<file path="config.mk">
export PLATFORM = sky130hd
export DESIGN_NAME = gray_updown_counter
export DESIGN_NICKNAME = d
export VERILOG_FILES = /design/src/rtl/gray_updown_counter.sv
export SDC_FILE = /design/constraint.sdc
export NUM_CORES = 1
export LEC_CHECK = 0
export ABC_AREA = 1
export BUFFER_PORTS_ARGS = -buffer_cell sky130_fd_sc_hd__buf_2
export CAP_MARGIN = 20
export CORE_AREA = 4 4 41 43
export DETAILED_ROUTE_END_ITERATION = 10
export DIE_AREA = 0 0 45 47
export PLACE_DENSITY = 0.74
export SLEW_MARGIN = 20
export SYNTH_ARGS = -nofsm -noshare
export SYNTH_HDL_FRONTEND = slang
export SYNTH_SLANG_ARGS = --single-unit
</file>
<file path="constraint.sdc">
create_clock -name i_clk -period 2.07 [get_ports i_clk]
set_input_delay 0.207 -clock i_clk [delete_from_list [all_inputs] [get_ports i_clk]]
set_output_delay 0.207 -clock i_clk [all_outputs]
set_load 0.05 [all_outputs]
</file>
<file path="src/rtl/gray_updown_counter.sv">
// Multi-channel up/down Gray-code counter with load, clear, wrap or saturate.
// Latency: one cycle; inputs sampled on a rising edge appear on the outputs after that edge.
// Backpressure: none; every channel accepts a command on every cycle.
//
// Ports (channel c uses bit c of the per-channel vectors and bits [c*WIDTH +: WIDTH] of the wide buses):
//   i_clk, i_rst   clock and asynchronous active-high reset
//   i_clr          synchronous clear to RESET_VALUE (highest priority)
//   i_load         synchronous load of the binary value on i_load_val
//   i_en, i_dn     count enable and direction (0 = up, 1 = down)
//   o_gray, o_bin  registered Gray count and its registered binary equivalent
//   o_wrap         one-cycle pulse on rollover (wrap mode) or blocked step (saturate mode)
//   o_at_max/min   registered flags: binary count is all ones / zero
//
// WIDTH must be at least 2 and NUM_CH at least 1.
module gray_updown_counter #(
   parameter int                 WIDTH       = 4,
   parameter int                 NUM_CH      = 1,
   parameter logic [WIDTH-1:0]   RESET_VALUE = '0,
   parameter bit                 SATURATE    = 1'b0
) (
   input  logic                      i_clk,
   input  logic                      i_rst,
   input  logic [NUM_CH-1:0]         i_clr,
   input  logic [NUM_CH-1:0]         i_load,
   input  logic [NUM_CH*WIDTH-1:0]   i_load_val,
   input  logic [NUM_CH-1:0]         i_en,
   input  logic [NUM_CH-1:0]         i_dn,
   output logic [NUM_CH*WIDTH-1:0]   o_gray,
   output logic [NUM_CH*WIDTH-1:0]   o_bin,
   output logic [NUM_CH-1:0]         o_wrap,
   output logic [NUM_CH-1:0]         o_at_max,
   output logic [NUM_CH-1:0]         o_at_min
);

   // Gray to binary: each binary bit is the XOR of all Gray bits at or above it.
   function automatic logic [WIDTH-1:0] gray2bin(input logic [WIDTH-1:0] g);
      logic [WIDTH-1:0] b;
      b[WIDTH-1] = g[WIDTH-1];
      for (int i = WIDTH - 2; i >= 0; i--) begin
         b[i] = b[i+1] ^ g[i];
      end
      return b;
   endfunction

   function automatic logic [WIDTH-1:0] bin2gray(input logic [WIDTH-1:0] b);
      return b ^ (b >> 1);
   endfunction

   // Reset/clear targets are resolved at elaboration so the reset path is constants only.
   localparam logic [WIDTH-1:0] RESET_BIN    = gray2bin(RESET_VALUE);
   localparam logic             RESET_AT_MAX = (RESET_BIN == {WIDTH{1'b1}});
   localparam logic             RESET_AT_MIN = (RESET_BIN == {WIDTH{1'b0}});
   localparam logic [WIDTH-1:0] ONE          = {{(WIDTH-1){1'b0}}, 1'b1};

   for (genvar c = 0; c < NUM_CH; c++) begin : g_ch
      logic [WIDTH-1:0] gray_d, gray_q;
      logic [WIDTH-1:0] bin_d, bin_q;
      logic             wrap_d, wrap_q;
      logic             at_max_d, at_max_q;
      logic             at_min_d, at_min_q;
      logic [WIDTH-1:0] step_bin;
      logic             at_bound;

      always_comb begin
         bin_d    = bin_q;
         wrap_d   = 1'b0;
         step_bin = i_dn[c] ? (bin_q - ONE) : (bin_q + ONE);
         // Boundary in the direction of travel; the modulo arithmetic above already
         // produces the wrapped value, saturate mode simply refuses to take it.
         at_bound = i_dn[c] ? (bin_q == {WIDTH{1'b0}}) : (bin_q == {WIDTH{1'b1}});

         if (i_clr[c]) begin
            bin_d = RESET_BIN;
         end else if (i_load[c]) begin
            bin_d = i_load_val[c*WIDTH +: WIDTH];
         end else if (i_en[c]) begin
            wrap_d = at_bound;
            if (!(SATURATE && at_bound)) begin
               bin_d = step_bin;
            end
         end

         // Gray is derived from the next binary value so both registers always agree
         // and a single count step moves exactly one Gray bit.
         gray_d   = bin2gray(bin_d);
         at_max_d = &bin_d;
         at_min_d = ~|bin_d;
      end

      always_ff @(posedge i_clk or posedge i_rst) begin
         if (i_rst) begin
            gray_q   <= RESET_VALUE;
            bin_q    <= RESET_BIN;
            wrap_q   <= 1'b0;
            at_max_q <= RESET_AT_MAX;
            at_min_q <= RESET_AT_MIN;
         end else begin
            gray_q   <= gray_d;
            bin_q    <= bin_d;
            wrap_q   <= wrap_d;
            at_max_q <= at_max_d;
            at_min_q <= at_min_d;
         end
      end

      assign o_gray[c*WIDTH +: WIDTH] = gray_q;
      assign o_bin[c*WIDTH +: WIDTH]  = bin_q;
      assign o_wrap[c]                = wrap_q;
      assign o_at_max[c]              = at_max_q;
      assign o_at_min[c]              = at_min_q;
   end

endmodule

</file>
After elaboration in Yosys (flattened, before gate mapping)
Index checks and enable logic that the tools add are counted.
{"block": "totals", "elab_cells": 21, "ff_bits": 11, "input_bits": 10, "out_inout_bits": 11}
{"block": "op_classes", "addsub": 2, "n_eq_ne": 1, "reduce_logical": 4, "muxes": 8, "bitwise_logic": 1}
{"op": "$mux 4", "count": 4}
{"op": "$add 4x1->4 const B", "count": 1}
{"op": "$eq 4x4->1 const B", "count": 1}
{"op": "$logic_not 4->1", "count": 1}
{"op": "$mux 1", "count": 4}
{"op": "$reduce_and 4->1", "count": 1}
{"op": "$reduce_or 4->1", "count": 1}
{"op": "$sub 4x1->4 const B", "count": 1}
{"op": "$xor 4x3->4", "count": 1}
{"op": "$logic_not 1->1", "count": 1}

Longest topological paths before layout
Gate-level depths: netlist of run 1.
{"block": "depth", "depth_word": 7, "ltp_mapped": 11, "depth_no_buf": 11}

Worst setup path after synthesis of run 1
OpenSTA, ideal clock, no wires.
{"block": "synth_path", "path_kind": "reg2reg", "start": "reg g_ch[0].bin_q[0], in the netlist o_bin[0]", "end": "reg g_ch[0].at_max_q, in the netlist o_at_max", "path_stages_with_launch": 9, "n_path_buf": 0, "period_less_slack_ns": 1.849, "arrival_time_ns": 1.736, "setup_slack_ns": 0.221, "path_cell_list": "dfrtp_1 > fa_1 > nand2_1 > nand3_1 > nand2_1 > inv_1 > ha_1 > nand2_1 > inv_1"}
{"block": "synth_between", "elab_chain_len": 6, "elab_cells_between_ends": 7, "classes_between": "2 x add/sub; 4 x mux; 1 x reduce/logical"}
{"item": "start: declaration", "line_no": "57", "source": "logic [WIDTH-1:0] bin_d, bin_q;"}
{"item": "start signal: assignment", "line_no": "99", "source": "bin_q <= bin_d;"}
{"item": "$add 4x1->4 / $sub 4x1->4 (equally long branches)", "line_no": "67", "source": "step_bin = i_dn[c] ? (bin_q - ONE) : (bin_q + ONE);"}
{"item": "$mux 4 *", "line_no": "67"}
{"item": "$mux 4 *", "line_no": "76", "source": "end else if (i_en[c]) begin"}
{"item": "$mux 4 *", "line_no": "74", "source": "end else if (i_load[c]) begin"}
{"item": "$mux 4 *", "line_no": "72", "source": "if (i_clr[c]) begin"}
{"item": "via g_ch[0].bin_d[1]", "line_no": "57"}
{"item": "$reduce_and 4->1 *", "line_no": "86", "source": "at_max_d = &bin_d;"}
{"item": "via g_ch[0].at_max_d", "line_no": "59", "source": "logic at_max_d, at_max_q;"}
{"item": "end signal: assignment", "line_no": "101", "source": "at_max_q <= at_max_d;"}
{"item": "end: declaration", "line_no": "59"}
Mark *: on every way through the listed nets, which the timed path passes. The rest lies on a longest branch.

Worst setup path in the final report of run 1
{"block": "layout_path", "start": "reg g_ch[0].bin_q[0], in the netlist o_bin[0]", "end": "reg g_ch[0].gray_q[2], in the netlist o_gray[2]"}
{"block": "layout_between", "elab_chain_len": 6, "elab_cells_between_ends": 7, "classes_between": "2 x add/sub; 4 x mux; 1 x bitwise"}
{"item": "$add 4x1->4 / $sub 4x1->4 (equally long branches)", "line_no": "67"}
{"item": "$mux 4 *", "line_no": "67"}
{"item": "$mux 4 *", "line_no": "76"}
{"item": "$mux 4 *", "line_no": "74"}
{"item": "$mux 4 *", "line_no": "72"}
{"item": "$xor 4x3->4 *", "line_no": "46", "source": "return b ^ (b >> 1);"}
{"item": "via g_ch[0].gray_d[2]", "line_no": "56", "source": "logic [WIDTH-1:0] gray_d, gray_q;"}
{"item": "end signal: assignment", "line_no": "98", "source": "gray_q <= gray_d;"}
{"item": "end: declaration", "line_no": "56"}
Marked as above.

==> results of run 1 <==
-- metrics by stage --
stage	util	power (W)
final	0.5875	0.0005903
after global routing	0.5875	0.0006330
after CTS	0.5875	0.0005995
after floorplan	-	0.0003763
after global placement	0.5519	0.0004202
after detailed placement	0.5519	0.0004250
-- cell families after synthesis --
logic type,Yosys count,share of synthesized area
simple gates,30,0.2021
buf+inv,13,0.08660
flops,10,0.4144
compound gates,8,0.08248
fa+ha+maj,7,0.1567
xor+xnor,4,0.05774
-- power groups by stage --
| stage | clock network, W | logic (W) | registers, W |
|---|---|---|---|
| after global placement | 0 | 0.000186 | 0.000234 |
| after global routing | 0.000191 | 0.000209 | 0.000234 |
| after CTS | 0.000176 | 0.000192 | 0.000231 |
| after floorplan | 0 | 0.0000718 | 0.000304 |
| after detailed placement | 0 | 0.000190 | 0.000235 |
| final | 0.000170 | 0.000189 | 0.000231 |
-- layer usage --
layer | vias up | track usage
met1 | 239 | 0.1374
met2 | 17 | 0.2175
met3 | 0 | 0.05747
li1 | 271 | -
met5 | - | 0
met4 | 0 | 0.01754
-- final timing paths --
path                           from         to  cells past startpoint
setup reg to reg           o_bin[0]  o_gray[2]                      6
setup / recovery           o_bin[0]  o_gray[2]                      6
max in group asynchronous     i_rst   o_at_min                      3
min in group asynchronous     i_rst  o_gray[1]                      3
hold / removal                i_clr     o_wrap                      4
hold reg to reg            o_bin[2]     o_wrap                      2
-- flip-flops by register name (all words and copies together) (netlist names) --
signal	count
o_wrap	1
o_gray	3
o_at_max	1
o_at_min	1
o_bin	4
-- worst reg2reg max path, stage by stage (launching register included) --
cell,delay [ps]
dfrtp_1,460
fa_1,440
nand2_1,80
nand2_1,50
o21ai_1,140
nand2_2,100
ha_1,300
-- area by class of cell --
cell class	count	area [sq um]	share of cell area
timing repair buffer	21	110.1	0.1440
tap	15	18.77	0.02455
inverter	12	45.04	0.05892
sequential	10	251.5	0.3290
multi-input combinational	49	302.8	0.3961
clock buffer	4	36.28	0.04746
-- placed cells by master (no fill, tap or decap) --
cell / instances
fa_1: 1
nor3_1: 1
nand2_1: 13
a21oi_2: 1
clkbuf_4: 3
nand3_1: 5
buf_2: 20
nand2_2: 1
clkbuf_8: 1
a41oi_1: 1
ha_1: 6
dfrtp_1: 9
xor2_1: 3
a21oi_1: 2
o21ai_1: 1
inv_1: 11
xnor2_1: 1
dlygate4sd3_1: 1
nor2_1: 10
a21boi_0: 1
inv_2: 1
o21ai_0: 2
dfstp_2: 1
==> flow_metrics.py, run 1 <==
metrics = {
    "clock_tree": {
        "root_buffer": "clkbuf_4",
        "cts_setup_buffers": 0,
        "cts_tree": "yes",
        "cts_hold_buf": 1,
        "clk_pin_slew_ps": 60,
        "cts_resized": 0,
        "insertion_delay_ps": 260,
        "cts_made_buffers": 3,
        "htreeDepth": 1,
        "cts_sinks": 10,
        "cts_buffer_depth": 2,
    },
    "yosys": {
        "synth_async_sr_flop_share": 1.000,
        "syn_area_sq_um": 606.8,
        "ys.flop_type": "dfrtp_1",
        "synth_top_area_frac": 0.3711,
        "synth_edf_count": 0,
        "synth_area_leaders": "dfrtp_1 (37%), ha_1 (12%), nand2_1 (8.0%)",
        "synthMostInstantiatedCell": "nand2_1",
        "avgSynthCellArea_sq_um": 8.428,
        "synthCells": 72,
        "yosysTopAreaCell": "dfrtp_1",
        "ys_seq_elements": 10,
        "synth_fp_nets": 89,
        "yosysSeqAreaShare": 0.4144,
        "synth_common_cells": "nand2_1 (13), inv_1 (11), nor2_1 (10), dfrtp_1 (9), ha_1 (6)",
        "synth_warnings": 0,
        "synth_cell_types": 20,
    },
    "detailed_routing": {
        "drt_iter0_markers": 8,
        "viasPerCell": 4.748,
        "wl_met2_um": 587,
        "ant_nets": 0,
        "drt-total-wl_um": 1122,
        "vias": 527,
        "post-route-drc-count": 0,
        "drt-met1-wl_um": 443,
        "dr.pass1.iters": 4,
        "top_layer_used": "met3",
        "routed-wl-met3_um": 91,
        "wl_per_cell_um": 10.11,
    },
    "critical_path": {
        "path_buf_inv": 0,
        "cp-start-kind": "flop",
        "crit_fanout": 6,
        "crit_top_cell": "nand2_1",
        "crit_path_end_kind": "flop",
        "rrSetupSlack_ps": 400,
        "required_ps": 2210,
        "path_class": "flop to flop",
        "path_cells": "fa_1 -> nand2_1 -> nand2_1 -> o21ai_1 -> nand2_2 -> ha_1",
        "cp.arrival_ps": 1810,
        "cp_top_family": "adder cells",
        "slowest_delay_ps": 460,
        "crit_slowest_cell": "dfrtp_1",
    },
    "timing": {
        "slew-limit-headroom": 0.7591,
        "whs_ps": 280.8,
        "finalSetupViolCount": 0,
        "tns_ps": 0,
        "slew_violations": 0,
        "fmax_mhz": 599.5,
        "rsz0062_at_grt": "no",
        "clock_skew_ps": 3.163,
        "setup_slack_ps": 402.1,
        "timing.final.crit_share": 0.8058,
        "hold_viol": 0,
        "period_needed_ps": 1668,
        "max_slew.worst_pin.slew_ps": 360.9,
    },
    "cells_and_area": {
        "finalNonFillerCells": 111,
        "diodes": 0,
        "syn2layout_area_growth_pct": 25.98,
        "design_area_sq_um": 764.5,
        "nets": 114,
        "drive_above_1_share": 0.2917,
        "nFillCells": 136,
    },
    "floorplanning": {
        "die-area_sq_um": 2115,
        "ios": 21,
        "initial_core_util": 0.4663,
        "die_w_um": 45,
        "die_h_um": 47,
        "core-area_sq_um": 1301,
        "rows": 13,
    },
    "global_route": {
        "grt_pass1_wl_um": 1869,
        "grt_pass1_vias": 469,
        "grt_usage": 0.1226,
        "grt_antenna_before_repair": 0,
        "grt-ovfl-total": 0,
        "grt_start_max_net_pins": 11,
    },
    "placement": {
        "routabilityCongestion": 0.8216,
        "placed_cells": 106,
        "placed_area_sq_um": 718.2,
        "dp_hpwl_um": 946.9,
        "io_buffers": 20,
        "dp_slack_ps": 400.6,
    },
    "hold_path": {
        "holdCritPathClass": "input port to flop",
    },
    "power_and_ir_drop": {
        "switching_power_w": 0.0002145,
        "p_int_w": 0.0003758,
        "p_clk_frac": 0.288,
        "p_sw_frac": 0.3634,
        "p_leak_nw": 0.4650,
        "ir_drop_mv": 0.6134,
        "pwr-share-seq": 0.391,
        "comb_power_share": 0.321,
        "p_per_area_nw_per_um2": 772.1,
    },
    "flow_run": {
        "cap_violations": 0,
    },
    "status": {
        "status": "complete, no violations",
    },
}
Power figures use the tool's default switching activity.
==> inputs of run 2 (changes only) <==
ABC_AREA = 0   (was 1)
CORE_AREA = unset   (was 4 4 41 43)
CORE_MARGIN = 4   (was unset)
CORE_UTILIZATION = 41   (was unset)
DIE_AREA = unset   (was 0 0 45 47)
PLACE_DENSITY = 0.71   (was 0.74)
clock period = 1.4 ns   (was 2.07 ns; I/O delays follow)
==> run 2 against run 1 <==
Against the previous run: the flow now finishes with violations (negative setup slack); critical path depth is 1 higher; setup slack worse by 980 ps; register-to-register slack worse by 980 ps; global-route usage is 4.1 points higher; maximum frequency is 16% lower; sequential power is 46% higher; cell area is 25% higher; die area is 2.6% lower; largest power group is now combinational logic; sequential share of layout area is 6.2 points lower; flip-flop and latch count stayed put; utilization is 15 points higher; first-iteration DRC count stayed put.
==> flow_metrics.py, run 2 <==
metrics = {
    "yosys": {
        "yosysSeqAreaShare": 0.4389,
        "synth_cell_types": 28,
        "synth_fp_nets": 71,
        "synthMostInstantiatedCell": "dfrtp_1",
        "yosysTopAreaCell": "dfrtp_1",
        "synth_async_sr_flop_share": 1.000,
        "synth_warnings": 0,
        "synth_compound_area_frac": 0.1070,
        "ys.flop_type": "dfrtp_1",
        "synth_common_cells": "dfrtp_1 (9), inv_1 (7), ha_1 (6), nand2_1 (3)",
        "synth_top_family_by_area": "adder cells",
        "synth_edf_count": 0,
        "synth_top_area_frac": 0.3930,
        "synthXorXnorAreaFrac": 0.04585,
        "synthAdderAreaFrac": 0.1659,
        "synth_area_leaders": "dfrtp_1 (39%), ha_1 (13%), dfstp_2 (4.6%)",
        "avgSynthCellArea_sq_um": 10.61,
        "ys_seq_elements": 10,
        "synthCells": 54,
        "synthMuxAreaShare": 0.01965,
        "syn_area_sq_um": 573.1,
        "synth-simple-area-share": 0.1638,
    },
    "global_route": {
        "grt_usage": 0.1637,
        "grt_pass1_wl_um": 2352,
        "grt_pass1_vias": 514,
        "grt-ovfl-total": 0,
        "grt_antenna_before_repair": 0,
        "grt_start_max_net_pins": 11,
    },
    "clock_tree": {
        "clk_pin_slew_ps": 80,
        "cts_made_buffers": 3,
        "cts_buffer_depth": 2,
        "htreeDepth": 1,
        "insertion_delay_ps": 260,
        "cts_tree": "yes",
        "root_buffer": "clkbuf_4",
        "cts_sinks": 10,
    },
    "cells_and_area": {
        "syn2layout_area_growth_pct": 66.59,
        "nets": 112,
        "largest_reg_flops": 4,
        "multiInputGateArea_sq_um": 380.4,
        "layout_commonest_cell": "buf_2",
        "finalNonFillerCells": 109,
        "drive_above_1_share": 0.6383,
        "most-common-layout-cells": "buf_2 (20), buf_4 (14), inv_1 (7)",
        "nFillCells": 100,
        "seqCellArea_sq_um": 255.2,
        "diodes": 0,
        "fin_util": 0.7337,
    },
    "power_and_ir_drop": {
        "ir_drop_mv": 0.4915,
        "p_clk_frac": 0.264,
        "p_int_w": 0.0006339,
        "p_leak_nw": 0.4811,
        "p_sw_frac": 0.3599,
        "switching_power_w": 0.0003565,
        "p_per_area_nw_per_um2": 1037,
        "pwr-share-seq": 0.340,
        "comb_power_share": 0.396,
    },
    "floorplanning": {
        "die-area_sq_um": 2060,
        "core-area_sq_um": 1301,
        "initial_core_util": 0.4404,
        "die_h_um": 45.39,
        "ios": 21,
        "die_w_um": 45.39,
        "rows": 13,
    },
    "flow_run": {
        "cap_violations": 0,
    },
    "status": {
        "status": "finished, violations left",
        "violations": "negative setup slack",
    },
    "timing": {
        "period_needed_ps": 1983,
        "slew-limit-headroom": 0.7382,
        "fmax_mhz": 504.4,
        "max_slew.worst_pin.slew_ps": 392.3,
        "setup_slack_ps": -582.5,
        "clock_skew_ps": 11.45,
        "rsz0062_at_grt": "yes",
        "finalSetupViolCount": 8,
        "slew_violations": 0,
        "hold_viol": 0,
        "timing.final.crit_share": 1.416,
    },
    "critical_path": {
        "crit_fanout": 4,
        "cp-start-kind": "flop",
        "path_class": "flop to flop",
        "crit_path_end_kind": "flop",
        "cp.arrival_ps": 2130,
        "required_ps": 1550,
    },
    "placement": {
        "dp_hpwl_um": 1149,
        "io_buffers": 20,
        "routabilityCongestion": 0.7423,
        "placed_cells": 103,
    },
    "detailed_routing": {
        "drt-total-wl_um": 1475,
        "wl_per_cell_um": 13.53,
        "drt_iter0_markers": 8,
        "viasPerCell": 4.972,
        "vias": 542,
        "ant_nets": 0,
        "post-route-drc-count": 0,
        "dr.pass1.iters": 4,
    },
    "hold_path": {
        "holdCritPathClass": "input port to flop",
    },
}
[run 2: area by class of cell]
cell class,instances,share of cell area
Tap cell,15,0.01966
Multi-Input combinational cell,36,0.3984
Timing Repair Buffer,37,0.2490
Inverter,7,0.02752
Clock buffer,4,0.03801
Sequential cell,10,0.2674
[run 2: logic make-up after synthesis]
kind of cell / count (synthesis)
flip-flops: 10
AO/OA/AOI/OAI: 9
buffers and inverters: 8
XOR/XNOR: 3
multiplexers: 1
adder cells (fa/ha/maj): 7
AND/OR/NAND/NOR: 16
[run 2: worst paths after layout]
kind	startpoint	to	slack, ps	cells past startpoint
min in group asynchronous	i_rst	o_wrap	400	3
min	i_clr	o_bin[0]	250	3
max in group asynchronous	i_rst	o_at_min	670	3
max reg2reg	o_bin[1]	o_at_max	-580	7
max	o_bin[1]	o_at_max	-580	7
min reg2reg	o_bin[3]	o_bin[3]	680	2
[run 2: critical path, cell delays in order, from the launching register on]
cell and delay (ps):
dfrtp_2 450, ha_4 270, nand3_2 80, and4_4 190, or4_4 410, and3_4 170, ha_2 150, and2_1 140
[run 2: power by group through the flow]
stage | Combinational [W] | Sequential, W | Clock, W
6_report | 0.000392 | 0.000337 | 0.000261
5_1_grt | 0.000420 | 0.000340 | 0.000286
4_1_cts | 0.000393 | 0.000337 | 0.000264
3_5_place_dp | 0.000354 | 0.000342 | 0
3_3_place_gp | 0.000346 | 0.000341 | 0
2_1_floorplan | 0.000112 | 0.000454 | 0
[run 2: what timing repair did]
item,CTS,global route
hold buffers,1,0
pin swaps,3,0
hold endpoints to repair,9,0
buffers inserted,2,0
gates resized for setup,12,1
endpoints found under the setup margin,8,8
[run 2: per-stage QoR]
stage	area, sq um	hold slack (ps)	TNS, ps	power (W)	setup WS, ps
floorplan	619.3	-20.74	-3472	0.0005663	-690.6
global placement	843.3	122.6	-3192	0.0006866	-562.2
detailed placement	843.3	136.8	-3477	0.0006960	-598.7
CTS	950.9	257.0	-3241	0.0009932	-573.6
global route	954.7	254.4	-3601	0.001045	-628.4
finish	954.7	252.3	-3227	0.0009904	-582.5
[run 2: layer usage]
metal | global-route usage | share of wire
met3 | 0.03557 | 0.045
met1 | 0.2252 | 0.44
met4 | 0.07018 | 0.012
met2 | 0.2451 | 0.50
met5 | 0 | 0
==> inputs of run 3 (changes only) <==
CORE_UTILIZATION = 44   (was 41)
CTS_BUF_LIST = sky130_fd_sc_hd__clkbuf_8   (was unset)
PLACE_DENSITY = 0.75   (was 0.71)
REMOVE_ABC_BUFFERS = 1   (was unset)
==> run 3 against run 2 <==
Against the previous run: the run still ends with negative setup slack left; final cell count fell by 2.8%; maximum frequency rose by 0.79%; first-iteration DRC count rose to 2.8 times the previous value; hold slack got worse by 97 ps; die area fell by 5.6%; count of clock-buffer cells in the layout did not move; via count rose by 5.5%; setup slack improved by 16 ps; global-route usage rose by 1.5 points; sequential share of layout area fell by 1.4 points; flip-flop and latch count did not move; largest cell class unchanged; largest power group unchanged; highest routed layer unchanged.
==> flow_metrics.py, run 3 (synthesized netlist as in run 2, its figures left out) <==
metrics = {
    "critical_path": {
        "crit_fanout": 3,
        "crit_slowest_cell": "or4_4",
        "cp.arrival_ps": 2090,
        "cp-start-kind": "flop",
        "reg2reg_from": "o_bin[2]",
        "required_ps": 1530,
        "endpoint": "o_at_max",
        "rr_endpoint": "o_at_max",
        "path_cells": "ha_4 -> a21oi_4 -> a21oi_2 -> or4_4 -> and3_4 -> ha_2 -> and2_4",
        "r2r_cells": 7,
        "critPathLaunch": "o_bin[2]",
        "path_class": "flop to flop",
        "slowest_delay_ps": 490,
        "crit_path_end_kind": "flop",
        "rrSetupSlack_ps": -570,
    },
    "placement": {
        "placed_cells": 99,
        "routabilityCongestion": 0.8363,
        "dp_hpwl_um": 1067,
        "io_buffers": 20,
    },
    "detailed_routing": {
        "viasPerCell": 5.396,
        "dr.pass1.iters": 4,
        "ant_nets": 0,
        "drt_iter0_markers": 22,
        "wl_per_cell_um": 16.11,
        "post-route-drc-count": 0,
        "drt-total-wl_um": 1708,
        "vias": 572,
    },
    "global_route": {
        "met1_usage": 0.2265,
        "grt_usage": 0.1791,
        "grt_pass1_vias": 558,
        "grt-busiest-layer": "met2",
        "grt_pass1_wl_um": 2518,
        "use_met3": 0.04878,
        "grt_start_max_net_pins": 11,
        "grt-ovfl-total": 0,
        "globalRouteMet2Util": 0.2878,
        "grt_antenna_before_repair": 0,
    },
    "timing": {
        "max_slew.worst_pin.slew_ps": 397.2,
        "hold_viol": 0,
        "timing.final.crit_share": 1.405,
        "setup_slack_ps": -567.0,
        "fmax_mhz": 508.4,
        "tns_ps": -3259,
        "clock_skew_ps": 4.423,
        "finalSetupViolCount": 8,
        "rsz0062_at_grt": "yes",
        "period_needed_ps": 1967,
        "slew_violations": 0,
        "slew-limit-headroom": 0.7349,
    },
    "flow_run": {
        "cap_violations": 0,
    },
    "floorplanning": {
        "initial_core_util": 0.4893,
        "rows": 12,
        "die_w_um": 44.09,
        "die-area_sq_um": 1944,
        "die_h_um": 44.09,
        "ios": 21,
        "core-area_sq_um": 1171,
    },
    "power_and_ir_drop": {
        "p_leak_nw": 0.4981,
        "fin_total_pwr_w": 0.001132,
        "p_per_area_nw_per_um2": 1134,
        "ir_drop_mv": 0.7214,
    },
    "clock_tree": {
        "cts_sinks": 10,
        "cts_tree": "yes",
        "clk_pin_slew_ps": 50,
        "cts_buffer_depth": 2,
        "cts_made_buffers": 3,
        "htreeDepth": 1,
        "insertion_delay_ps": 240,
        "root_buffer": "clkbuf_8",
    },
    "hold_path": {
        "holdCritPathClass": "input port to flop",
    },
    "status": {
        "violations": "negative setup slack",
        "status": "finished, violations left",
    },
    "cells_and_area": {
        "layout_commonest_cell": "buf_2",
        "syn2layout_area_growth_pct": 74.24,
        "finalNonFillerCells": 106,
        "seqCellArea_sq_um": 252.7,
        "multiInputGateArea_sq_um": 427.9,
        "largest_reg_flops": 4,
        "fin_util": 0.8526,
        "diodes": 0,
        "most-common-layout-cells": "buf_2 (20), buf_4 (13), dfrtp_1 (8)",
        "nFillCells": 59,
        "drive_above_1_share": 0.6739,
        "nets": 110,
    },
}
## run 3: worst min path at each step
stage / startpoint / end / depth (start not counted) / slack, ps
after floorplan: i_rst / o_at_max / 1 / -20
after global placement: i_rst / o_at_max / 2 / 120
after detailed placement: i_rst / o_gray[1] / 2 / 130
after CTS: i_clr / o_bin[1] / 2 / 130
after global routing: i_clr / o_bin[1] / 2 / 160
final: i_clr / o_bin[1] / 2 / 160
## run 3: metal layers
metal	share of wire	vias up
met5	0	-
met4	0.032	0
met3	0.078	8
met2	0.49	33
met1	0.40	267
li1	-	264
## run 3: layout make-up
type / count / area share
clock buffers: 4 / 0.05514
inverters: 7 / 0.02632
multi-input cells: 36 / 0.4286
flip-flops and latches: 10 / 0.2531
well taps: 14 / 0.01754
repair buffers: 35 / 0.2193
## run 3: worst max-delay path: cells and delay by family, from the launching register on
family | cells | cell delay (ps)
and+or+nand+nor | 3 | 800
DFF | 1 | 400
adders and majority gates | 2 | 430
AOI/OAI and AO/OA | 2 | 220
## run 3: timing repair
item                       4_1_cts  5_1_grt
hold endpoints to repair         9        0
resized for setup               16       14
setup endpoints to repair        8        9
setup buffers                    1        3
hold buffers                     1        0
pin swaps                        8       11
## run 3: through the flow
stage / instance area [sq um] / hold slack (ps) / setup WS, ps
6_report: 998.5 / 155.3 / -567.0
5_1_grt: 998.5 / 161.4 / -625.0
4_1_cts: 923.4 / 134.2 / -566.7
3_5_place_dp: 773.2 / 129.5 / -691.8
3_3_place_gp: 773.2 / 117.4 / -603.1
2_1_floorplan: 565.5 / -20.54 / -924.9
## run 3: power breakdown
part           total (W)  switching (W)  internal [W]
Sequential      0.000336      0.0000148      0.000321
Clock           0.000370       0.000122      0.000248
Combinational   0.000426       0.000258      0.000168
Total            0.00113       0.000394      0.000738
